### config.mk
export PLATFORM = sky130hd
export DESIGN_NAME = reset_sequencer
export DESIGN_NICKNAME = d
export VERILOG_FILES = /design/src/rtl/reset_sequencer.sv
export SDC_FILE = /design/constraint.sdc
export NUM_CORES = 1
export LEC_CHECK = 0
export BUFFER_PORTS_ARGS = -buffer_cell sky130_fd_sc_hd__buf_2
export CORE_MARGIN = 8
export CORE_UTILIZATION = 40
export DETAILED_ROUTE_END_ITERATION = 10
export HOLD_SLACK_MARGIN = 0.08
export PLACE_DENSITY = 0.7
export SLEW_MARGIN = 20
export SYNTH_ARGS = -nofsm -noshare
export SYNTH_HDL_FRONTEND = slang
export SYNTH_SLANG_ARGS = --single-unit
### constraint.sdc
create_clock -name clk -period 2.1 [get_ports clk]
set_input_delay 0.105 -clock clk [delete_from_list [all_inputs] [get_ports clk]]
set_output_delay 0.105 -clock clk [all_outputs]
set_load 0.02 [all_outputs]
### src/rtl/reset_sequencer.sv
// Power-on / push-button reset sequencer for a DCM-clocked system.
// Pulses DCM reset, waits for lock (with retry), holds system reset until lock is stable.
module reset_sequencer #(
    parameter int DCM_RST_CYCLES  = 4,
    parameter int LOCK_TIMEOUT    = 65535,
    parameter int HOLD_CYCLES     = 1024,
    parameter int DEBOUNCE_CYCLES = 50000
) (
    input  logic       clk,
    input  logic       reset_n,
    input  logic       dcm_locked,
    input  logic       button,
    output logic       dcm_reset,
    output logic       sys_reset,
    output logic       ready,
    output logic [1:0] state,
    output logic [3:0] retry_count
);

    typedef enum logic [1:0] {
        S_DCM_RST   = 2'd0,
        S_WAIT_LOCK = 2'd1,
        S_HOLD      = 2'd2,
        S_RUN       = 2'd3
    } state_t;

    localparam int MAX_A = (DCM_RST_CYCLES > LOCK_TIMEOUT) ? DCM_RST_CYCLES : LOCK_TIMEOUT;
    localparam int MAX_P = (MAX_A > HOLD_CYCLES) ? MAX_A : HOLD_CYCLES;
    localparam int CW    = $clog2(MAX_P + 1);
    localparam int DBW   = $clog2(DEBOUNCE_CYCLES + 1);

    localparam logic [CW-1:0]  C_DCM_LAST  = CW'(DCM_RST_CYCLES - 1);
    localparam logic [CW-1:0]  C_LOCK_LAST = CW'(LOCK_TIMEOUT - 1);
    localparam logic [CW-1:0]  C_HOLD_LAST = CW'(HOLD_CYCLES - 1);
    localparam logic [DBW-1:0] C_DB_LAST   = DBW'(DEBOUNCE_CYCLES - 1);

    logic [1:0]     r_lk_sync, r_bt_sync;
    logic [DBW-1:0] r_db_cnt;
    logic           r_db_lvl, r_db_lvl_d;
    state_t         r_state, w_next;
    logic [CW-1:0]  r_cnt, w_cnt_inc;
    logic           w_lk, w_bt, w_press, w_timeout;
    logic           r_dcm_reset, r_sys_reset, r_ready;
    logic [3:0]     r_retry;

    assign w_lk = r_lk_sync[1];
    assign w_bt = r_bt_sync[1];

    always_ff @(posedge clk or negedge reset_n) begin
        if (!reset_n) begin
            r_lk_sync <= '0;
            r_bt_sync <= '0;
        end else begin
            r_lk_sync <= {r_lk_sync[0], dcm_locked};
            r_bt_sync <= {r_bt_sync[0], button};
        end
    end

    // Level flips only after DEBOUNCE_CYCLES samples in a row disagreeing with it.
    always_ff @(posedge clk or negedge reset_n) begin
        if (!reset_n) begin
            r_db_cnt   <= '0;
            r_db_lvl   <= 1'b0;
            r_db_lvl_d <= 1'b0;
        end else begin
            r_db_lvl_d <= r_db_lvl;
            if (w_bt == r_db_lvl) begin
                r_db_cnt <= '0;
            end else if (r_db_cnt == C_DB_LAST) begin
                r_db_cnt <= '0;
                r_db_lvl <= w_bt;
            end else begin
                r_db_cnt <= r_db_cnt + 1'b1;
            end
        end
    end

    assign w_press   = r_db_lvl & ~r_db_lvl_d;
    assign w_cnt_inc = (r_cnt == '1) ? r_cnt : r_cnt + 1'b1;

    always_comb begin
        w_next    = r_state;
        w_timeout = 1'b0;
        case (r_state)
            S_DCM_RST:   if (r_cnt == C_DCM_LAST) w_next = S_WAIT_LOCK;
            S_WAIT_LOCK: begin
                if (w_lk) begin
                    w_next = S_HOLD;
                end else if (r_cnt == C_LOCK_LAST) begin
                    w_next    = S_DCM_RST;
                    w_timeout = 1'b1;
                end
            end
            S_HOLD: begin
                if (!w_lk)                     w_next = S_DCM_RST;
                else if (r_cnt == C_HOLD_LAST) w_next = S_RUN;
            end
            S_RUN: begin
                // Lock loss outranks a simultaneous button press.
                if (!w_lk)        w_next = S_DCM_RST;
                else if (w_press) w_next = S_HOLD;
            end
            default:     w_next = S_DCM_RST;
        endcase
    end

    always_ff @(posedge clk or negedge reset_n) begin
        if (!reset_n) begin
            r_state     <= S_DCM_RST;
            r_cnt       <= '0;
            r_retry     <= '0;
            r_dcm_reset <= 1'b1;
            r_sys_reset <= 1'b1;
            r_ready     <= 1'b0;
        end else begin
            r_state     <= w_next;
            r_cnt       <= (w_next != r_state) ? '0 : w_cnt_inc;
            if (w_timeout && r_retry != 4'hF) r_retry <= r_retry + 1'b1;
            r_dcm_reset <= (w_next == S_DCM_RST);
            r_sys_reset <= (w_next != S_RUN);
            r_ready     <= (w_next == S_RUN);
        end
    end

    assign state       = r_state;
    assign retry_count = r_retry;
    assign dcm_reset   = r_dcm_reset;
    assign sys_reset   = r_sys_reset;
    assign ready       = r_ready;

endmodule
==> impl_metrics.toml, run 1 <==
[run_status]
violations = "negative setup slack"
status = "finished, violations left"

[power]
switchingPower_uw = 681
peakVddDrop_mv = 0.410
finalPower_uw = 2170
clkPwrFrac_pct = 24.4
p_per_area_nw_per_um2 = 817
combPwrFrac_pct = 26.4
p_int_uw = 1490
leakagePower_uw = 0.00122
pwr-share-seq_pct = 49.2
swShare_pct = 31.4

[synth]
seq_area_frac_synth_pct = 52.8
ys_ff_latch = 47
yosysMostFrequentCell = "dfrtp_1"
synth_ff_type = "dfrtp_1"
synth_common_cells = "dfrtp_1, nor2_1, xnor2_1, nand2_1, and3_1"
syn-num-nets = 227
synthArstFlopShare_pct = 100
synth_warnings = 0
synth_area_leaders = "dfrtp_1, xnor2_1, nor2_1, and3_1, nand2_1"
syn_inst = 219
synth_area_um2 = 2230
synth_top_area_share_pct = 50.5
synth_cell_types = 35
synth_area_leader_cell = "dfrtp_1"
synth-edff-count = 0
postSynthAreaPerCell_um2 = 10.2

[worst_setup_path]
worst_setup_path_end_kind = "flip-flop"
reg2reg_from = "r_cnt[13]$_DFFE_PN0P_"
critical_path_class = "flip-flop to flip-flop"
start_kind = "flip-flop"
r2r-end = "r_cnt[14]$_DFFE_PN0P_"
rr_worst_depth = 7
r2r_slack_ns = -0.02
cp-endpoint = "r_cnt[14]$_DFFE_PN0P_"
cp_max_fo = 8
crit_arrival_ns = 2.30
crit_start = "r_cnt[13]$_DFFE_PN0P_"
critPathRequiredTime_ns = 2.29

[clock_network]
clock_path_buffers = 2
cts.sinks = 47
cts_root_buf = "clkbuf_8"
cts_max_level = 2
clock_latency_ns = 0.29
cts_tree = "built"
path_clk_slew_ns = 0.09
numCtsBuffers = 5

[global_route]
grt_pass1_vias = 1662
antenna_found_initial = 0
gr-total-overflow = 0
grt_usage_pct = 11.1
grt_max_degree = 27
grt_pass1_wl_um = 7710

[floorplanning]
die-area_um2 = 8220
core-area_um2 = 5440
rows = 27
die_h_um = 90.7
initial_utilization_pct = 41.0
pin_count = 13
dieWidth_um = 90.7

[route]
via_per_inst = 5.05
wl_um = 4390
drtPass1Iterations = 4
num_vias = 1630
post_drt_wl_per_cell_um = 13.6
drc_errors = 0
drt-initial-drc-count = 41
ant_nets = 0

[finish]
final_area_um2 = 2660
drive_gt1_share_pct = 20.7
num_antenna_cells = 0
utilization_pct = 48.9
areaGrowthSynthToFinish_pct = 19.1
fin_nets = 258
fillCellCount = 499

[sta]
hold_viol_final = 0
drv_slew = 0
clock_skew_ns = 0.0102
fmax_mhz = 472
fin_ws_ns = -0.0182
setup_tns_ns = -0.139
max-slew-margin-rel_pct = 61.8
worst_pin_slew_ns = 0.573
fin_crit_sh_pct = 101
rsz0062_at_grt = "yes"
finalSetupViolCount = 11
period_needed_ns = 2.12

[flow_run]
max-cap-violations = 0

[place]
place.gp.congestion = 0.779
portBuffers = 12
place_area_um2 = 2460
preCtsSetupSlack_ns = 0.0370
hpwl_um = 3030

[worst_hold_path]
hold_class = "input pin to async pin"
==> repair_timing <==
action,CTS,global route
gates resized for setup,0,13
hold buffers,3,0
endpoints found under the hold margin,25,0
buffers inserted,0,1
endpoints found under the setup margin,0,16
==> power by group through the flow <==
stage	sequential, µW	combinational (µW)	clock [µW]
after detailed placement	1080	436	0
after floorplan	1100	237	0
after global routing	1080	620	595
final	1070	572	530
after CTS	1060	441	555
after global placement	1080	428	0
==> worst min path at each step <==
stage | to | depth (start not counted) | slack (ns) | startpoint
after detailed placement | retry_count[0]$_DFFE_PN0P_ | 1 | 0.14 | reset_n
after CTS | r_bt_sync[1]$_DFF_PN0_ | 0 | 0.36 | r_bt_sync[0]$_DFF_PN0_
after global placement | retry_count[2]$_DFFE_PN0P_ | 1 | 0.14 | reset_n
after global routing | r_bt_sync[1]$_DFF_PN0_ | 0 | 0.37 | r_bt_sync[0]$_DFF_PN0_
final | r_db_cnt[8]$_DFF_PN0_ | 2 | 0.34 | reset_n
after floorplan | r_bt_sync[0]$_DFF_PN0_ | 0 | -0.19 | reset_n
==> cells in the final DEF (no fill, tap or decap), types with 3 or more instances in the layout <==
cell type and count:
a21oi_1 9, dlygate4sd3_1 3, buf_2 12, a31oi_1 4
nand4_1 4, ha_1 4, and4_1 3, inv_1 5
a211oi_1 3, and3_1 13, nand2_1 17, nor2_2 5
nor3_1 8, dfrtp_1 45, clkbuf_8 5, xnor2_1 20
xor2_1 6, nor2_1 30, nand3_1 10, buf_4 13
==> sequential cells by signal, summed over array words and instances, names as in the netlist, 2 cells and up <==
| signal | flops |
|---|---|
| r_bt_sync | 2 |
| r_db_cnt | 16 |
| r_cnt | 16 |
| state | 2 |
| retry_count | 4 |
| r_lk_sync | 2 |
==> kinds of logic after synthesis <==
kind of cell	synth area share (%)
compound gates	7.85
xor+xnor	10.2
fa+ha+maj	2.24
buf+inv	2.36
flops	52.8
mux	1.46
simple gates	23.1
==> layer usage <==
| layer | wire, µm | share of wire [%] | up-vias | GRT usage, % |
|---|---|---|---|---|
| li1 | - | - | 817 | - |
| met1 | 2050 | 47 | 799 | 13.7 |
| met2 | 2200 | 50 | 12 | 18.6 |
| met3 | 122 | 2.8 | 2 | 3.08 |
| met4 | 23 | 0.52 | 0 | 2.50 |
| met5 | 0 | 0 | - | 0 |
==> area by class of cell <==
class,instances,area (µm²),area share [%]
tap,72,90.1,3.39
clock inverter,2,13.8,0.518
inverter,5,18.8,0.706
multi-input combinational,161,1050,39.5
timing repair buffer,30,233,8.76
clock buffer,6,72.6,2.73
sequential,47,1180,44.4
==> metrics by stage <==
step	cells	hold slack, ns
2_1_floorplan	219	-0.191
3_3_place_gp	310	0.139
3_5_place_dp	310	0.141
4_1_cts	321	0.358
5_1_grt	323	0.372
6_report	323	0.342
==> critical path, cell delays in order (launching register included) <==
cell	delay, ns
dfrtp_1	0.39
or4_4	0.55
nor3_4	0.24
nand2_2	0.11
a2111oi_4	0.34
buf_4	0.19
clkbuf_16	0.16
nor2_1	0.05
Note: power is estimated with default switching activity, not from simulation.
==> run 2: changes to the inputs <==
- CORE_MARGIN: 8 -> default
- PLACE_DENSITY: 0.7 -> 0.68
- clock period: 2.1 -> 2.25 ns (I/O delays scaled with it)
==> run 2 against run 1 <==
The run now ends clean. First-iteration DRC count rose by 130%. Via count fell by 0.86%. Fmax fell by 0.82%. Routed wire length fell by 11%. Critical path type unchanged.
==> impl_metrics.toml, run 2 (synthesized netlist as in run 1, its figures left out) <==
[power]
clkPwrFrac_pct = 30.3
peakVddDrop_mv = 0.336
p_per_area_nw_per_um2 = 770
switchingPower_uw = 557
combPwrFrac_pct = 18.7
p_int_uw = 1390
swShare_pct = 28.5
leakagePower_uw = 0.00116
pwr-share-seq_pct = 51.0

[sta]
period_needed_ns = 2.14
rsz0062_at_grt = "no"
worst_pin_slew_ns = 0.521
fmax_mhz = 468
fin_crit_sh_pct = 94.9
clock_skew_ns = 0.00377
hold_viol_final = 0
max-slew-margin-rel_pct = 65.2
drv_slew = 0
finalSetupViolCount = 0
setup_tns_ns = 0
fin_ws_ns = 0.114

[worst_setup_path]
worst_setup_path_end_kind = "flip-flop"
cp-endpoint = "r_cnt[2]$_DFFE_PN0P_"
critPathRequiredTime_ns = 2.44
r2r-end = "r_cnt[2]$_DFFE_PN0P_"
rr_worst_depth = 6
reg2reg_from = "r_cnt[12]$_DFFE_PN0P_"
critical_path_class = "flip-flop to flip-flop"
crit_arrival_ns = 2.32
start_kind = "flip-flop"
r2r_slack_ns = 0.11
crit_start = "r_cnt[12]$_DFFE_PN0P_"
cp_max_fo = 9

[finish]
final_common_cell = "dfrtp_1"
final_cell_mix = "dfrtp_1, nor2_1, xnor2_1"
num_antenna_cells = 0
fin_nets = 249
drive_gt1_share_pct = 13.3
areaGrowthSynthToFinish_pct = 13.6

[global_route]
antenna_found_initial = 0
grt_pass1_wl_um = 7170
grt_max_degree = 31
grt_pass1_vias = 1576
grt_usage_pct = 15.3
gr-total-overflow = 0

[worst_hold_path]
hold_class = "input pin to async pin"

[route]
wl_um = 3920
num_vias = 1616
drc_errors = 0
post_drt_wl_per_cell_um = 12.6
via_per_inst = 5.20
drtPass1Iterations = 4
ant_nets = 0
drt-initial-drc-count = 93

[place]
portBuffers = 12
place.gp.congestion = 0.767
hpwl_um = 2810
preCtsSetupSlack_ns = 0.0975

[run_status]
status = "finished clean"

[flow_run]
max-cap-violations = 0

[clock_network]
numCtsBuffers = 5
cts.sinks = 47
path_clk_slew_ns = 0.08
cts_root_buf = "clkbuf_8"
clock_path_buffers = 2
cts_tree = "built"
cts_max_level = 2
clock_latency_ns = 0.29

[floorplanning]
dieWidth_um = 76.7
core-area_um2 = 5240
rows = 26
pin_count = 13
die_h_um = 76.7
initial_utilization_pct = 42.6
die-area_um2 = 5880
[run 2: cell types whose count changed in the layout (fill, tap and decap cells not counted), sizes merged]
cell and change:
buf -8, bufinv +1, clkbuf -1, clkinv -2
[run 2: worst min path at each step]
stage | from | end | cells after the start
after floorplan | reset_n | r_bt_sync[0]$_DFF_PN0_ | 0
after global placement | reset_n | retry_count[0]$_DFFE_PN0P_ | 1
after detailed placement | reset_n | retry_count[0]$_DFFE_PN0P_ | 1
after CTS | reset_n | retry_count[0]$_DFFE_PN0P_ | 2
after global routing | reset_n | retry_count[0]$_DFFE_PN0P_ | 2
final | reset_n | retry_count[0]$_DFFE_PN0P_ | 2
[run 2: worst max-delay path, stage by stage, from the launching register on]
cell and delay, ns:
dfrtp_1 0.42, or4_1 0.58, nor3_4 0.20, a311oi_2 0.18, a2111oi_4 0.37, buf_4 0.23
nor3_1 0.06
[run 2: stage by stage]
step           hold slack (ns)  total power, µW  utilization [%]  std cells  area [µm²]
2_1_floorplan           -0.183             1250                -        219        2230
3_3_place_gp            0.0628             1360             45.6        301        2390
3_5_place_dp            0.0690             1370             45.6        301        2390
4_1_cts                  0.280             1970             48.2        311        2520
5_1_grt                  0.302             2050             48.4        311        2530
6_report                 0.280             1950             48.4        311        2530
[run 2: final cells by class]
cell class	instances	area, µm²
fillers	496	2700
well taps	70	87.6
repair buffers	21	135
flip-flops and latches	47	1180
inverters	5	18.8
clock buffers	6	72.6
clock inverters	1	30.0
multi-input cells	161	1010
[run 2: per-layer routing]
metal | wire length [µm] | up-vias | global-route usage (%)
met4 | 62 | 0 | 6.92
met1 | 1930 | 785 | 20.5
met5 | 0 | - | 0
met2 | 1800 | 20 | 23.8
li1 | - | 806 | -
met3 | 122 | 5 | 3.21
[run 2: power groups by stage]
stage	registers, µW	clock network, µW	logic, µW
after CTS	992	612	363
after detailed placement	1010	0	360
final	995	592	365
after global routing	1000	642	407
after global placement	1010	0	356
after floorplan	1030	0	221
[run 2: repair_timing]
action,4_1_cts,5_1_grt
setup buffers,0,0
hold buffers,3,0
endpoints found under the hold margin,19,0
gates resized for setup,0,2
endpoints found under the setup margin,0,9
==> run 3: changes to the inputs <==
- CELL_PAD_IN_SITES_DETAIL_PLACEMENT: default -> 1
- CELL_PAD_IN_SITES_GLOBAL_PLACEMENT: default -> 2
- CORE_UTILIZATION: 40 -> 39
- PLACE_DENSITY: 0.68 -> 0.9
==> run 3 against run 2 <==
Critical path depth unchanged. Clock-buffer cell count down 1. Worst setup slack better by 0.027 ns. Power up 1.9%. Sequential power about the same.
==> impl_metrics.toml, run 3 (synthesized netlist as in run 1, its figures left out) <==
[sta]
rsz0062_at_grt = "no"
fin_ws_ns = 0.142
finalSetupViolCount = 0
hold_viol_final = 0
period_needed_ns = 2.11
clock_skew_ns = 0.0105
fin_crit_sh_pct = 93.7
worst_pin_slew_ns = 0.591
setup_tns_ns = 0
fmax_mhz = 474
drv_slew = 0
max-slew-margin-rel_pct = 60.6

[route]
ant_nets = 0
drt-initial-drc-count = 69
num_vias = 1661
drc_errors = 0
via_per_inst = 5.27
drtPass1Iterations = 4
wl_um = 4590
post_drt_wl_per_cell_um = 14.6

[floorplanning]
rows = 27
pin_count = 13
dieWidth_um = 77.6
die_h_um = 77.6
initial_utilization_pct = 40.5
die-area_um2 = 6030
core-area_um2 = 5510

[global_route]
grt_pass1_vias = 1768
grt_util_met3_pct = 4.00
grt_pass1_wl_um = 8430
grt_util_met1_pct = 23.9
grt_usage_pct = 17.8
antenna_found_initial = 0
grt_util_met2_pct = 28.4
gr-total-overflow = 0
busiest_layer = "met2"
grt_max_degree = 48

[clock_network]
clock_latency_ns = 0.30
clock_path_buffers = 2
path_clk_slew_ns = 0.09
cts_tree = "built"
cts_root_buf = "clkbuf_8"
cts.sinks = 47
cts_max_level = 2
numCtsBuffers = 5

[finish]
final_common_cell = "dfrtp_1"
fin_nets = 250
num_antenna_cells = 0
layout.cells.non_filler = 315
final_cell_mix = "dfrtp_1, nor2_1, xnor2_1"
areaGrowthSynthToFinish_pct = 14.7
fillCellCount = 635
register_area_um2 = 1180
utilization_pct = 46.5
multi_input_area_um2 = 1010
drive_gt1_share_pct = 14.4

[worst_hold_path]
hold_class = "flip-flop to flip-flop"

[worst_setup_path]
worst_setup_path_end_kind = "flip-flop"
crit_arrival_ns = 2.30
cp_max_fo = 16
start_kind = "flip-flop"
critPathRequiredTime_ns = 2.44
critical_path_class = "flip-flop to flip-flop"

[place]
hpwl_um = 3150
place_inst = 304
portBuffers = 12
place.gp.congestion = 0.753
preCtsSetupSlack_ns = 0.0606

[power]
leakagePower_uw = 0.00118
p_per_area_nw_per_um2 = 777
finalPower_uw = 1990
peakVddDrop_mv = 0.319

[flow_run]
max-cap-violations = 0

[run_status]
status = "finished clean"
## run 3: final timing paths
path                                        start                         end  slack, ns  cells past startpoint
hold / removal             r_bt_sync[0]$_DFF_PN0_      r_bt_sync[1]$_DFF_PN0_       0.35                      0
setup reg to reg            r_cnt[13]$_DFFE_PN0P_        r_cnt[9]$_DFFE_PN0P_       0.14                      6
hold reg to reg            r_bt_sync[0]$_DFF_PN0_      r_bt_sync[1]$_DFF_PN0_       0.35                      0
setup / recovery            r_cnt[13]$_DFFE_PN0P_        r_cnt[9]$_DFFE_PN0P_       0.14                      6
min in group asynchronous                 reset_n  retry_count[1]$_DFFE_PN0P_       0.43                      3
max in group asynchronous                 reset_n       r_db_cnt[4]$_DFF_PN0_       1.42                      3
## run 3: worst max-delay path, stage by stage, from the launching register on
cell and delay [ns]:
dfrtp_1 0.41, or4_1 0.56, nor3_4 0.19, a311oi_2 0.17, a2111oi_4 0.36, buf_6 0.22
nor3_1 0.08
## run 3: stage by stage
stage	hold WS, ns	instance area (µm²)
2_1_floorplan	-0.183	2230
6_report	0.354	2560
4_1_cts	0.358	2540
3_3_place_gp	0.223	2400
5_1_grt	0.363	2560
3_5_place_dp	0.223	2400
## run 3: repair_timing
action	4_1_cts	5_1_grt
gates resized for setup	0	3
hold endpoints to repair	47	0
hold buffers	3	0
endpoints found under the setup margin	0	16
buffers inserted	0	0
## run 3: metal layers
metal	vias up	share of wire, %	wire (µm)
met5	-	0	0
met4	0	1.3	61
met3	5	3.3	153
met2	26	46	2090
met1	820	50	2280
li1	810	-	-
## run 3: power breakdown
| group | switching [µW] | internal, µW | total, µW |
|---|---|---|---|
| logic | 219 | 148 | 367 |
| registers | 81.2 | 915 | 996 |
| clock network | 294 | 331 | 626 |
## run 3: area by class of cell
type	instances	share of cell area (%)
Clock buffer	5	2.69
Tap cell	72	3.52
Clock inverter	3	1.71
Multi-Input combinational cell	161	39.6
Inverter	5	0.733
Sequential cell	47	46.1
Timing Repair Buffer	22	5.72
